File: src/rtl/ex_multdiv_unit_pkg.sv
// Shared definitions for the EX-stage HI/LO multiply/divide unit:
// funct codes, FSM state encoding and the default datapath width.
package ex_multdiv_unit_pkg;

  localparam int DEFAULT_BUS_SIZE = 32;

  localparam logic [5:0] OP_SPECIAL  = 6'h00;
  localparam logic [5:0] FUNCT_MFHI  = 6'h10;
  localparam logic [5:0] FUNCT_MTHI  = 6'h11;
  localparam logic [5:0] FUNCT_MFLO  = 6'h12;
  localparam logic [5:0] FUNCT_MTLO  = 6'h13;
  localparam logic [5:0] FUNCT_MULT  = 6'h18;
  localparam logic [5:0] FUNCT_MULTU = 6'h19;
  localparam logic [5:0] FUNCT_DIV   = 6'h1A;
  localparam logic [5:0] FUNCT_DIVU  = 6'h1B;

  typedef enum logic [1:0] {
    ST_IDLE  = 2'd0,
    ST_BUSY  = 2'd1,
    ST_FIXUP = 2'd2
  } state_t;

  // True for any of the eight instructions that touch HI/LO.
  function automatic logic is_hilo_funct(input logic [5:0] funct);
    case (funct)
      FUNCT_MFHI, FUNCT_MTHI, FUNCT_MFLO, FUNCT_MTLO,
      FUNCT_MULT, FUNCT_MULTU, FUNCT_DIV, FUNCT_DIVU: is_hilo_funct = 1'b1;
      default:                                        is_hilo_funct = 1'b0;
    endcase
  endfunction

endpackage

File: src/rtl/ex_multdiv_unit_iter_core.sv
// Iteration engine for the multiply/divide unit. One accumulator pair
// serves both operations: for multiply acc_hi collects partial sums and
// acc_lo holds the shifting multiplier; for divide acc_hi is the partial
// remainder and acc_lo shifts the dividend out while the quotient shifts in.
module ex_multdiv_unit_iter_core
  import ex_multdiv_unit_pkg::*;
#(
  parameter int BUS_SIZE = DEFAULT_BUS_SIZE
) (
  input  logic                i_clk,
  input  logic                i_reset,
  input  logic                i_load,
  input  logic                i_step,
  input  logic                i_is_div,
  input  logic [BUS_SIZE-1:0] i_opa,
  input  logic [BUS_SIZE-1:0] i_opb,
  output logic [BUS_SIZE-1:0] o_acc_hi,
  output logic [BUS_SIZE-1:0] o_acc_lo,
  output logic                o_last
);

  localparam int CNT_W = $clog2(BUS_SIZE) + 1;

  logic [BUS_SIZE-1:0] acc_hi_reg, acc_hi_next;
  logic [BUS_SIZE-1:0] acc_lo_reg, acc_lo_next;
  logic [BUS_SIZE-1:0] opnd_reg, opnd_next;
  logic [CNT_W-1:0]    cnt_reg, cnt_next;

  logic [BUS_SIZE:0]   mul_sum;
  logic [BUS_SIZE:0]   div_shift;
  logic                div_ge;
  logic [BUS_SIZE-1:0] div_diff;

  // Load operands or perform one shift-add / restoring-subtract step.
  always_comb begin
    acc_hi_next = acc_hi_reg;
    acc_lo_next = acc_lo_reg;
    opnd_next   = opnd_reg;
    cnt_next    = cnt_reg;
    mul_sum     = {1'b0, acc_hi_reg} + (acc_lo_reg[0] ? {1'b0, opnd_reg} : '0);
    div_shift   = {acc_hi_reg, acc_lo_reg[BUS_SIZE-1]};
    div_ge      = (div_shift >= {1'b0, opnd_reg});
    div_diff    = BUS_SIZE'(div_shift - {1'b0, opnd_reg});
    if (i_load) begin
      acc_hi_next = '0;
      acc_lo_next = i_opa;
      opnd_next   = i_opb;
      cnt_next    = '0;
    end else if (i_step) begin
      if (i_is_div) begin
        acc_hi_next = div_ge ? div_diff : div_shift[BUS_SIZE-1:0];
        acc_lo_next = {acc_lo_reg[BUS_SIZE-2:0], div_ge};
      end else begin
        acc_hi_next = mul_sum[BUS_SIZE:1];
        acc_lo_next = {mul_sum[0], acc_lo_reg[BUS_SIZE-1:1]};
      end
      cnt_next = cnt_reg + 1'b1;
    end
  end

  // Accumulator, operand and iteration counter registers.
  always_ff @(posedge i_clk or posedge i_reset) begin
    if (i_reset) begin
      acc_hi_reg <= '0;
      acc_lo_reg <= '0;
      opnd_reg   <= '0;
      cnt_reg    <= '0;
    end else begin
      acc_hi_reg <= acc_hi_next;
      acc_lo_reg <= acc_lo_next;
      opnd_reg   <= opnd_next;
      cnt_reg    <= cnt_next;
    end
  end

  assign o_acc_hi = acc_hi_reg;
  assign o_acc_lo = acc_lo_reg;
  assign o_last   = (cnt_reg == CNT_W'(BUS_SIZE - 1));

endmodule

File: src/rtl/ex_multdiv_unit.sv
// EX-stage HI/LO multiply/divide unit: decode, FSM, sign handling,
// HI/LO registers and hazard stall. Optional macro MULTDIV_FAST_MUL_EN
// replaces the iterative multiply with a single-cycle product.
module ex_multdiv_unit
  import ex_multdiv_unit_pkg::*;
#(
  parameter int BUS_SIZE = DEFAULT_BUS_SIZE
) (
  input  logic                i_clk,
  input  logic                i_reset,
  input  logic                i_enable,
  input  logic [5:0]          i_op,
  input  logic [5:0]          i_funct,
  input  logic [BUS_SIZE-1:0] i_bus_a,
  input  logic [BUS_SIZE-1:0] i_bus_b,
  output logic                o_busy,
  output logic                o_stall,
  output logic [BUS_SIZE-1:0] o_mf_data,
  output logic [BUS_SIZE-1:0] o_hi,
  output logic [BUS_SIZE-1:0] o_lo
);

  state_t state_reg, state_next;
  logic [BUS_SIZE-1:0] hi_reg, hi_next;
  logic [BUS_SIZE-1:0] lo_reg, lo_next;
  logic is_div_reg, neg_res_reg, neg_rem_reg, div_zero_reg;

  logic is_special, dec_mult, dec_div, dec_start, signed_op, sign_a, sign_b;
  logic [BUS_SIZE-1:0] mag_a, mag_b;
  logic core_load, core_step, core_last;
  logic [BUS_SIZE-1:0] core_hi, core_lo;

  assign is_special = (i_op == OP_SPECIAL);
  assign dec_mult   = is_special && (i_funct == FUNCT_MULT || i_funct == FUNCT_MULTU);
  assign dec_div    = is_special && (i_funct == FUNCT_DIV || i_funct == FUNCT_DIVU);
  assign signed_op  = (i_funct == FUNCT_MULT) || (i_funct == FUNCT_DIV);
  assign sign_a     = signed_op & i_bus_a[BUS_SIZE-1];
  assign sign_b     = signed_op & i_bus_b[BUS_SIZE-1];
  assign mag_a      = sign_a ? -i_bus_a : i_bus_a;
  assign mag_b      = sign_b ? -i_bus_b : i_bus_b;

`ifdef MULTDIV_FAST_MUL_EN
  // Multiplies complete at the start edge; only divides occupy the FSM.
  logic [2*BUS_SIZE-1:0] fast_mag, fast_prod;
  assign fast_mag  = (2*BUS_SIZE)'(mag_a) * (2*BUS_SIZE)'(mag_b);
  assign fast_prod = (sign_a ^ sign_b) ? -fast_mag : fast_mag;
  assign dec_start = dec_div;
`else
  assign dec_start = dec_mult | dec_div;
`endif

  ex_multdiv_unit_iter_core #(.BUS_SIZE(BUS_SIZE)) u_core (
    .i_clk    (i_clk),
    .i_reset  (i_reset),
    .i_load   (core_load),
    .i_step   (core_step),
    .i_is_div (is_div_reg),
    .i_opa    (mag_a),
    .i_opb    (mag_b),
    .o_acc_hi (core_hi),
    .o_acc_lo (core_lo),
    .o_last   (core_last)
  );

  // Next-state logic: start, iterate while enabled, fix up once.
  always_comb begin
    state_next = state_reg;
    core_load  = 1'b0;
    core_step  = 1'b0;
    case (state_reg)
      ST_IDLE: begin
        if (i_enable && dec_start) begin
          core_load  = 1'b1;
          state_next = ST_BUSY;
        end
      end
      ST_BUSY: begin
        if (i_enable) begin
          core_step = 1'b1;
          if (core_last) state_next = ST_FIXUP;
        end
      end
      ST_FIXUP: begin
        if (i_enable) state_next = ST_IDLE;
      end
      default: state_next = ST_IDLE;
    endcase
  end

  // HI/LO update: MT writes in IDLE, signed result write-back in FIXUP.
  always_comb begin
    hi_next = hi_reg;
    lo_next = lo_reg;
    if (i_enable && state_reg == ST_IDLE && is_special) begin
      if (i_funct == FUNCT_MTHI) hi_next = i_bus_a;
      if (i_funct == FUNCT_MTLO) lo_next = i_bus_a;
`ifdef MULTDIV_FAST_MUL_EN
      if (dec_mult) {hi_next, lo_next} = fast_prod;
`endif
    end else if (i_enable && state_reg == ST_FIXUP) begin
      if (is_div_reg) begin
        // Zero divisor: quotient all ones; remainder holds |rs| so the
        // dividend-sign fix restores rs exactly.
        lo_next = div_zero_reg ? '1 : (neg_res_reg ? -core_lo : core_lo);
        hi_next = neg_rem_reg ? -core_hi : core_hi;
      end else begin
        {hi_next, lo_next} = neg_res_reg ? -{core_hi, core_lo} : {core_hi, core_lo};
      end
    end
  end

  // FSM state and HI/LO registers.
  always_ff @(posedge i_clk or posedge i_reset) begin
    if (i_reset) begin
      state_reg <= ST_IDLE;
      hi_reg    <= '0;
      lo_reg    <= '0;
    end else begin
      state_reg <= state_next;
      hi_reg    <= hi_next;
      lo_reg    <= lo_next;
    end
  end

  // Operation kind and result signs captured at the start edge.
  always_ff @(posedge i_clk or posedge i_reset) begin
    if (i_reset) begin
      is_div_reg   <= 1'b0;
      neg_res_reg  <= 1'b0;
      neg_rem_reg  <= 1'b0;
      div_zero_reg <= 1'b0;
    end else if (core_load) begin
      is_div_reg   <= dec_div;
      neg_res_reg  <= sign_a ^ sign_b;
      neg_rem_reg  <= sign_a;
      div_zero_reg <= (i_bus_b == '0);
    end
  end

  assign o_busy    = (state_reg != ST_IDLE);
  assign o_stall   = o_busy && is_special && is_hilo_funct(i_funct);
  assign o_mf_data = (is_special && i_funct == FUNCT_MFHI) ? hi_reg :
                     (is_special && i_funct == FUNCT_MFLO) ? lo_reg : '0;
  assign o_hi      = hi_reg;
  assign o_lo      = lo_reg;

endmodule

File: config.mk
export PLATFORM = sky130hd
export DESIGN_NAME = ex_multdiv_unit
export DESIGN_NICKNAME = d
export VERILOG_FILES = /design/src/rtl/ex_multdiv_unit_pkg.sv /design/src/rtl/ex_multdiv_unit_iter_core.sv /design/src/rtl/ex_multdiv_unit.sv
export SDC_FILE = /design/constraint.sdc
export NUM_CORES = 1
export LEC_CHECK = 0
export CORE_MARGIN = 2
export CORE_UTILIZATION = 45
export CTS_CLUSTER_DIAMETER = 150
export DETAILED_ROUTE_END_ITERATION = 16
export PLACE_DENSITY = 0.77
export REMOVE_ABC_BUFFERS = 1
export SYNTH_ARGS = -nofsm -noshare
export SYNTH_HDL_FRONTEND = slang
export SYNTH_SLANG_ARGS = --single-unit
File: constraint.sdc
create_clock -name i_clk -period 7.1 [get_ports i_clk]
set_input_delay 1.42 -clock i_clk [delete_from_list [all_inputs] [get_ports i_clk]]
set_output_delay 1.42 -clock i_clk [all_outputs]
set_load 0.02 [all_outputs]
== Yosys cells after proc, flatten, opt, wreduce, memory -nomap -nowiden ==
Memories as Yosys holds them, arrays and structs flattened.
Index checks and enable logic that the tools add are counted.
Word-level totals
  memory bits (read-only): 32
  memories kept: 1
  word-level logic and storage cells: 100
  input port bits: 79
  output and inout port bits: 98
  flip-flop bits (word level): 172
Memory list
  (name not given): depth 32, bits a word 1, read ports 1, clocked after Yosys merged registers in 0, wr ports 0, line ex_multdiv_unit_pkg.sv:25  | case (funct)
Cells by class
  equality and inequality tests: 17
  bitwise operators: 4
  reductions and logical operators: 22
  multiplexer cells: 36
  $lt $le $gt $ge: 1
  add/sub/neg operators: 8
Operators by type and width (count)
  $mux W32: 23
  $neg A32 Y32: 4
  $mux W64: 1
  $neg A64 Y64: 1
  $eq A6 B5 Y1 const B: 9
  $add A32 B32 Y33: 1
  $ge A33 B32 Y1: 1
  $logic_not A32 Y1: 1
  $sub A32 B32 Y32: 1
  $mux W6: 2
  $logic_and A1 B1 Y1: 10
  $mux W2: 4
  $ne A2 B2 Y1 const B: 4
  $add A6 B1 Y6 const B: 1
  $logic_not A6 Y1: 1
  $pmux W2 S3: 1
  $reduce_bool A2 Y1: 3
  $mux W1: 5
  $ne A2 B1 Y1 const B: 2
  $reduce_and A2 Y1: 2
  $reduce_and A4 Y1: 1
  $logic_or A1 B1 Y1: 3
  $and A1 B1 Y1: 2
  $eq A2 B1 Y1 const B: 1
  4 further kinds: 4

== Depth between registers and ports, before layout ==
Gate-level depths: netlist of the first run.
  word-level depth: 8
  depth in mapped cells: 15

== By module ==
A second synthesis of the first run with hierarchy kept.
Unflattened totals
  cells, all modules: 2010
  area, all modules: 15499.9 um^2
Modules (own cells, without submodules)
  ex_multdiv_unit_iter_core: area an instance 8732.1 um^2, times used 1, cells an instance 1092, seq. area each 2552.4 um^2
  ex_multdiv_unit: area an instance 6767.7 um^2, times used 1, cells an instance 918, seq. area each 1751.7 um^2

== Least setup slack after synthesis of the first run ==
No wires, ideal clock.
  path type: in2out
  start point: input i_op[3]
  end point: output o_mf_data[10]
  required time: 5.680 ns
  stages on the path: 6
  path slack: 2.734 ns
  path buffers: 1
  arrival: 2.946 ns
  cells stage by stage: or4_1 nor3_1 and2_1 nand2_1 clkbuf_1 nor2_1
On the way
  word-level cells in the longest chain between the ends: 4
  elaborated cells between the ends (all ways): 5
  classes of those cells: 2 x mux; 3 x reduce/logical
RTL lines
  start, declared: line ex_multdiv_unit.sv:12  | input logic [5:0] i_op,
  $logic_not A6 Y1 (*): line ex_multdiv_unit.sv:33  | assign is_special = (i_op == OP_SPECIAL);
  $logic_and A1 B1 Y1: line ex_multdiv_unit.sv:143  | (is_special && i_funct == FUNCT_MFLO) ? lo_reg : '0;
  $mux W32: line ex_multdiv_unit.sv:143
  $mux W32 (*): line ex_multdiv_unit.sv:142  | assign o_mf_data = (is_special && i_funct == FUNCT_MFHI) ? hi_reg :
  end, declared: line ex_multdiv_unit.sv:18  | output logic [BUS_SIZE-1:0] o_mf_data,
Mark *: on every way between the ends. The rest lies on a longest branch, timed or not.

== Final worst setup path of the first run ==
  start point: input i_op[3]
  end point: output o_mf_data[9]
The elaborated chain is that of the path after synthesis.

==> results of run 1 <==
## logic make-up after synthesis
logic type,after synthesis,synth area share [%]
multiplexers,72,5.016
AND/OR/NAND/NOR,630,19.86
XOR/XNOR,177,10.66
AO/OA/AOI/OAI,572,23.99
adder cells (fa/ha/maj),71,6.212
flip-flops,172,29.60
buffers and inverters,173,4.663
## placed cells by master (no fill, tap or decap), drive strengths merged, types with 65 or more instances in the layout
master         count
dfrtp            172
nor2             183
xor2              81
ha                69
mux2i             65
xnor2             96
a21oi            109
o21ai            220
inv               69
nand2            238
clkdlybuf4s50    175
## routing by layer
metal | wire, µm | share of wire (%) | track usage [%]
met4 | 1499 | 3.4 | 10.21
met2 | 19970 | 45 | 41.92
met3 | 3905 | 8.8 | 5.111
met5 | 0 | 0 | 0
met1 | 18990 | 43 | 34.62
## area by class of cell
cell class / instances / area (µm²)
fill: 2918 / 14580
multi-input combinational: 1522 / 9624
sequential: 172 / 4308
timing repair buffer: 195 / 1899
tap: 402 / 503.0
clock buffer: 17 / 425.4
inverter: 61 / 234.0
clock inverter: 14 / 143.9
antenna: 1 / 2.502
## tightest hold or removal path, cell delays in order, from the launching register on
cell	delay [ns]
dfrtp_1	0.35
nand2_1	0.04
o21ai_0	0.06
## stage by stage
| stage | total power [mW] | util, % |
|---|---|---|
| 2_1_floorplan | 1.581 | - |
| 4_1_cts | 2.809 | 54.03 |
| 3_3_place_gp | 1.869 | 52.24 |
| 5_1_grt | 2.931 | 54.04 |
| 6_report | 2.807 | 54.04 |
| 3_5_place_dp | 1.883 | 52.24 |
## power groups by stage
stage / clock [mW] / combinational (mW) / sequential (mW)
floorplan: 0 / 0.385 / 1.20
global placement: 0 / 0.702 / 1.17
detailed placement: 0 / 0.713 / 1.17
CTS: 0.941 / 0.717 / 1.15
global route: 0.979 / 0.788 / 1.16
finish: 0.934 / 0.721 / 1.15
## how the worst max path moves through the flow
stage	from	to	slack [ns]	cells after the start
floorplan	i_reset	div_zero_reg	1.02	1
global placement	i_op[3]	o_mf_data[22]	0.93	8
detailed placement	i_op[3]	o_mf_data[9]	0.85	8
CTS	i_op[3]	o_mf_data[9]	0.84	8
global route	i_op[3]	o_mf_data[27]	0.66	8
finish	i_op[3]	o_mf_data[9]	0.82	8
==> impl_summary.txt, run 1 <==
----------------------------------------------------
[Clocking]
  Clock tree from TritonCTS ... done
  Clock buffer count from CTS ... 17
  Post_cts resized ... 0
  Clock latency on the worst-skew pair ... 0.44 ns
  H-tree levels ... 4
  Root cell of the clock tree ... clkbuf_16
  Maximum clock path buffer count ... 2
  Post-CTS setup-driven buffer insertion count ... 0
  Hold Buf Count CTS ... 0
  Worst-path clk slew ... 0.07 ns
  Clock sink count ... 172

[Placed design]
  Pre-CTS setup slack ... 0.8495 ns
  Placer congestion estimate ... 0.9185
  Port buffer count ... 176
  Placed Cells ... 2,352
  Placed Instance Area ... 16,570 µm²
  DP HPWL ... 32.70 mm

[Floorplanning]
  Core area ... 31,720 µm²
  Die Span Y ... 183.8 µm
  Initial core utilization ... 45.85%
  Die Span X ... 183.8 µm
  Standard-cell row count ... 65
  # IOs ... 177
  Die footprint ... 33,770 µm²

[Setup path]
  Most common cell type on the critical path ... clkdlybuf4s50_1
  Capturing point of the worst reg2reg path ... u_core.o_acc_hi[31]
  Critical path buffers and inverters ... 3
  Max stage delay cell, worst path ... nor3_1
  CP Launch Type ... input pin
  Depth of the worst register-to-register path ... 13
  Req. time, crit path ... 5.68 ns
  Critical Setup Path Class ... input pin to primary output
  Worst setup slack for register-to-register paths ... 2.29 ns
  CP top delay family ... simple AND/OR/NAND/NOR gates
  Crit-path cells ... clkdlybuf4s50_1 -> or4_1 -> nor3_1 -> and2_1 -> nand2_1 -> buf_4 -> nor2_1 -> clkdlybuf4s50_1
  Startpoint of the most critical register-to-register path ... u_core.o_acc_lo[0]
  Worst setup EP type ... primary output
  Maximum fanout encountered on the critical timing path ... 17
  Worst EP arrival ... 4.86 ns
  Max stage delay on crit path ... 0.64 ns

[Power]
  Switching share of total power ... 34.51%
  Cell-internal power ... 1.838 mW
  Relative contribution of sequential cells to total power ... 41.0%
  Power per cell area ... 163.8 nW/µm²
  Standby leakage power ... 6.957 nW
  Largest voltage drop on the vdd net ... 0.1611 mV
  Switching power of the nets ... 0.9689 mW
  Portion of total power attributed to the clock network ... 33.3%
  Combinational cell fraction of total power ... 25.7%

[Layout]
  Post-layout instance area ... 17,140 µm²
  P&R area growth vs syn ... 17.87%
  Fraction of layout cells with a size suffix above 1 ... 4.392%
  Non-filler instance count after layout ... 2,384
  Post-layout nets ... 2,119

[Logic synthesis]
  Number of enable-type register cells in the synthesized netlist ... 0
  List of most frequent post-synthesis cells ... nand2_1, o21ai_0, nor2_1, dfrtp_1, a21oi_1
  Proportion of register bits with asynchronous set or reset after synthesis ... 100.0%
  Largest cells by area after synthesis ... dfrtp_1, o21ai_0, nand2_1, ha_1, xnor2_1
  Sequential-to-total area share from yosys stat ... 29.60%
  Most used flip-flop cell after synthesis ... dfrtp_1
  Yosys Warn Count ... 0
  Post-synthesis cell type with the largest combined area ... dfrtp_1
  Synthesized area per cell ... 7.789 µm²
  Post-synth design cell area ... 14,540 µm²
  Most numerous cell in the Yosys netlist ... nand2_1
  Yosys top cell area share ... 29.60%
  Register bit total from synthesis ... 172
  Number of unique standard cell types used by synthesis ... 70
  Gate count of the mapped netlist ... 1,867

[Timing]
  Relative slew margins ... 20.04%
  Worst slew pin tran ... 1.198 ns
  Number of pins exceeding their max-slew limit in the final report ... 0
  Fin Hold WS ... 0.4816 ns
  Total Negative Setup Slacks ... 0 ns
  Smallest setup slack after layout ... 0.8223 ns
  Max Clock Freq ... 159.3 MHz
  Final count of negative-setup-slack endpoints ... 0
  Setup repair after global routing missed its margin ... false
  Total count of hold-check failures in the final report ... 0
  Final worst path period need ... 6.278 ns
  Post-route fraction of the period consumed by the critical path ... 88.42%
  Clock Skew ... 0.01831 ns

[Global route]
  Via count of the first global-routing pass ... 13,630
  Antenna violations before repair ... 1
  Total Routing Usage GR ... 26.08%
  Overflow left after global routing ... 0
  Maximum number of pins on one net before global-route repair ... 96
  Wire length of the first global-routing pass ... 70.93 mm

[Detailed routing]
  Drt first-iter violations ... 1,264
  Detailed-route vias per instance ... 6.081
  1st-pass router iterations ... 5
  Routed wire length per instance ... 18.61 µm
  Final wirelength ... 44.36 mm
  DRC viols ... 0
  Number of antenna-violating nets in the routed design ... 0
  Vias after detailed routing ... 14,500

[Run status]
  Run status ... complete, no violations

[Hold path]
  Min-Delay Path Class ... flip-flop to flip-flop
  Hold Startpoint ... u_core.opnd_reg[17]
  Worst Hold Endpoint ... u_core.opnd_reg[17]
  Cells on Worst Hold Path ... 2

[Run]
  Number of maximum-capacitance constraint violations ... 0

----------------------------------------------------
Power figures use the tool's default switching activity.
==> inputs of run 2 (changes only) <==
==> constraint.sdc (replaced) <==
create_clock -name i_clk -period 7.1 [get_ports i_clk]
set_input_delay 1.42 -clock i_clk [delete_from_list [all_inputs] [get_ports i_clk]]
set_output_delay 1.42 -clock i_clk [all_outputs]
set_load 0.01 [all_outputs]
==> run 2 against run 1 <==
Against the previous run:
- final cell count is essentially flat
- clock skew decreased by 0.0037 ns
- cell area increased by 0.13%
- register-to-register slack improved by 0.52 ns
- via count rose by 0.56%
- non-clock buffer count increased by 2
- global-route usage up 0.18 points
- clock power is 1% higher
==> impl_summary.txt, run 2 (same netlist as run 1, synthesis figures left out) <==
----------------------------------------------------
[Clocking]
  H-tree levels ... 4 (unchanged)
  Clock latency on the worst-skew pair ... 0.44 ns (about the same)
  Post_cts resized ... 0 (unchanged)
  Worst-path clk slew ... 0.07 ns (about the same)
  Clock buffer count from CTS ... 17 (unchanged)
  Clock sink count ... 172 (unchanged)
  Hold Buf Count CTS ... 0 (unchanged)
  Root cell of the clock tree ... clkbuf_16
  Post-CTS setup-driven buffer insertion count ... 0 (unchanged)
  Clock tree from TritonCTS ... done
  Maximum clock path buffer count ... 2 (unchanged)

[Setup path]
  Capturing point of the worst reg2reg path ... u_core.o_acc_hi[28]
  CP Launch Type ... input pin
  Maximum fanout encountered on the critical timing path ... 25 (+8)
  Depth of the worst register-to-register path ... 14 (+1)
  Worst setup EP type ... primary output
  Worst EP arrival ... 4.47 ns (-0.39 ns)
  Req. time, crit path ... 5.68 ns (about the same)
  Critical Setup Path Class ... input pin to primary output
  Startpoint of the most critical register-to-register path ... u_core.o_acc_lo[0]
  Worst setup slack for register-to-register paths ... 2.81 ns (+0.52 ns)

[Detailed routing]
  Drt first-iter violations ... 1,379 (+9.1%)
  Number of antenna-violating nets in the routed design ... 0 (unchanged)
  DRC viols ... 0 (unchanged)
  Routed wire length per instance ... 18.77 µm (+0.89%)
  1st-pass router iterations ... 5 (unchanged)
  Vias after detailed routing ... 14,580 (+0.56%)
  Detailed-route vias per instance ... 6.110 (+0.47%)
  Final wirelength ... 44.79 mm (+0.97%)

[Timing]
  Worst slew pin tran ... 1.213 ns (+0.01473 ns)
  Final worst path period need ... 5.894 ns (-0.3835 ns)
  Max Clock Freq ... 169.7 MHz (+6.5%)
  Post-route fraction of the period consumed by the critical path ... 83.02% (-5.4 points)
  Relative slew margins ... 18.95% (-1.1 points)
  Total count of hold-check failures in the final report ... 0 (unchanged)
  Total Negative Setup Slacks ... 0 ns (unchanged)
  Number of pins exceeding their max-slew limit in the final report ... 0 (unchanged)
  Setup repair after global routing missed its margin ... false
  Final count of negative-setup-slack endpoints ... 0 (unchanged)
  Clock Skew ... 0.01459 ns (-0.003715 ns)

[Layout]
  Fraction of layout cells with a size suffix above 1 ... 4.488% (+0.096 points)
  Leading cell type in the layout, fill and taps excluded ... nand2_1
  Most frequent cells in the layout ... nand2_1, o21ai_0, nor2_1
  Post-layout nets ... 2,121 (+0.094%)
  P&R area growth vs syn ... 18.03%

[Floorplanning]
  Die Span X ... 183.8 µm (unchanged)
  Standard-cell row count ... 65 (unchanged)
  Initial core utilization ... 45.85% (unchanged)
  Die footprint ... 33,770 µm² (unchanged)
  Core area ... 31,720 µm² (unchanged)
  Die Span Y ... 183.8 µm (unchanged)
  # IOs ... 177 (unchanged)

[Global route]
  Antenna violations before repair ... 1 (unchanged)
  Overflow left after global routing ... 0 (unchanged)
  Maximum number of pins on one net before global-route repair ... 93 (-3.1%)
  Wire length of the first global-routing pass ... 71.68 mm (+1.1%)
  Via count of the first global-routing pass ... 13,730 (+0.76%)
  Total Routing Usage GR ... 26.26% (+0.18 points)

[Hold path]
  Min-Delay Path Class ... flip-flop to flip-flop
  Cells on Worst Hold Path ... 2 (unchanged)
  Hold Startpoint ... u_core.opnd_reg[14]
  Worst Hold Endpoint ... u_core.opnd_reg[14]

[Power]
  Total design power ... 2.786 mW (-0.76%)
  Standby leakage power ... 6.968 nW (+0.16%)
  Power per cell area ... 162.3 nW/µm² (-0.89%)
  Largest voltage drop on the vdd net ... 0.1580 mV (-2.0%)

[Run status]
  Run status ... complete, no violations

[Placed design]
  DP HPWL ... 33.05 mm (+1.1%)
  Port buffer count ... 176 (unchanged)
  Placer congestion estimate ... 0.9153 (-0.35%)

[Run]
  Number of maximum-capacitance constraint violations ... 0 (unchanged)

----------------------------------------------------
[run 2: cell count changes in the layout (fill, tap and decap cells not counted), sizes merged]
cell    change
inv         -2
buf         +2
clkinv      +2
[run 2: cell type report]
class	instances	area, µm²
fillers	2976	14560
inverters	61	234.0
clock buffers	17	425.4
repair buffers	197	1914
diodes	1	2.502
well taps	402	503.0
multi-input cells	1522	9624
clock inverters	14	151.4
flip-flops and latches	172	4308
[run 2: worst max path at each step]
stage / endpoint / start / cells after the start
after global placement: o_mf_data[0] / i_op[3] / 8
after global routing: o_mf_data[4] / i_op[3] / 8
after floorplan: div_zero_reg / i_reset / 1
after CTS: o_mf_data[9] / i_op[3] / 8
after detailed placement: o_mf_data[9] / i_op[3] / 8
final: o_mf_data[4] / i_op[3] / 8
[run 2: per-layer routing]
layer  track usage, %  vias up  routed length (µm)
li1                 -     6932                   -
met1            35.28     6876               19150
met2            42.66      678               20360
met3            4.457       93                3923
met4            9.344        0                1366
met5                0        -                   0
[run 2: power by group]
group	total, mW	switching, mW	internal [mW]
Combinational	0.688	0.369	0.319
Clock	0.947	0.478	0.469
Sequential	1.15	0.0979	1.05
Total	2.79	0.945	1.84
[run 2: critical path, cell delays in order]
cell and delay [ns]:
clkdlybuf4s50_1 0.39, or4_1 0.51, nor3_1 0.57, and2_1 0.24, nand2_1 0.27, buf_4 0.35, nor2_1 0.15, clkdlybuf4s50_1 0.55
[run 2: through the flow]
step | setup slack [ns] | hold WS (ns) | instances | util [%] | instance area [µm²]
2_1_floorplan | 1.020 | 0.4498 | 1755 | - | 14090
3_3_place_gp | 1.287 | 0.4615 | 2354 | 52.28 | 16580
4_1_cts | 1.216 | 0.4872 | 2385 | 54.10 | 17160
3_5_place_dp | 1.218 | 0.4710 | 2354 | 52.28 | 16580
5_1_grt | 1.049 | 0.5044 | 2386 | 54.11 | 17160
6_report | 1.206 | 0.4794 | 2386 | 54.11 | 17160
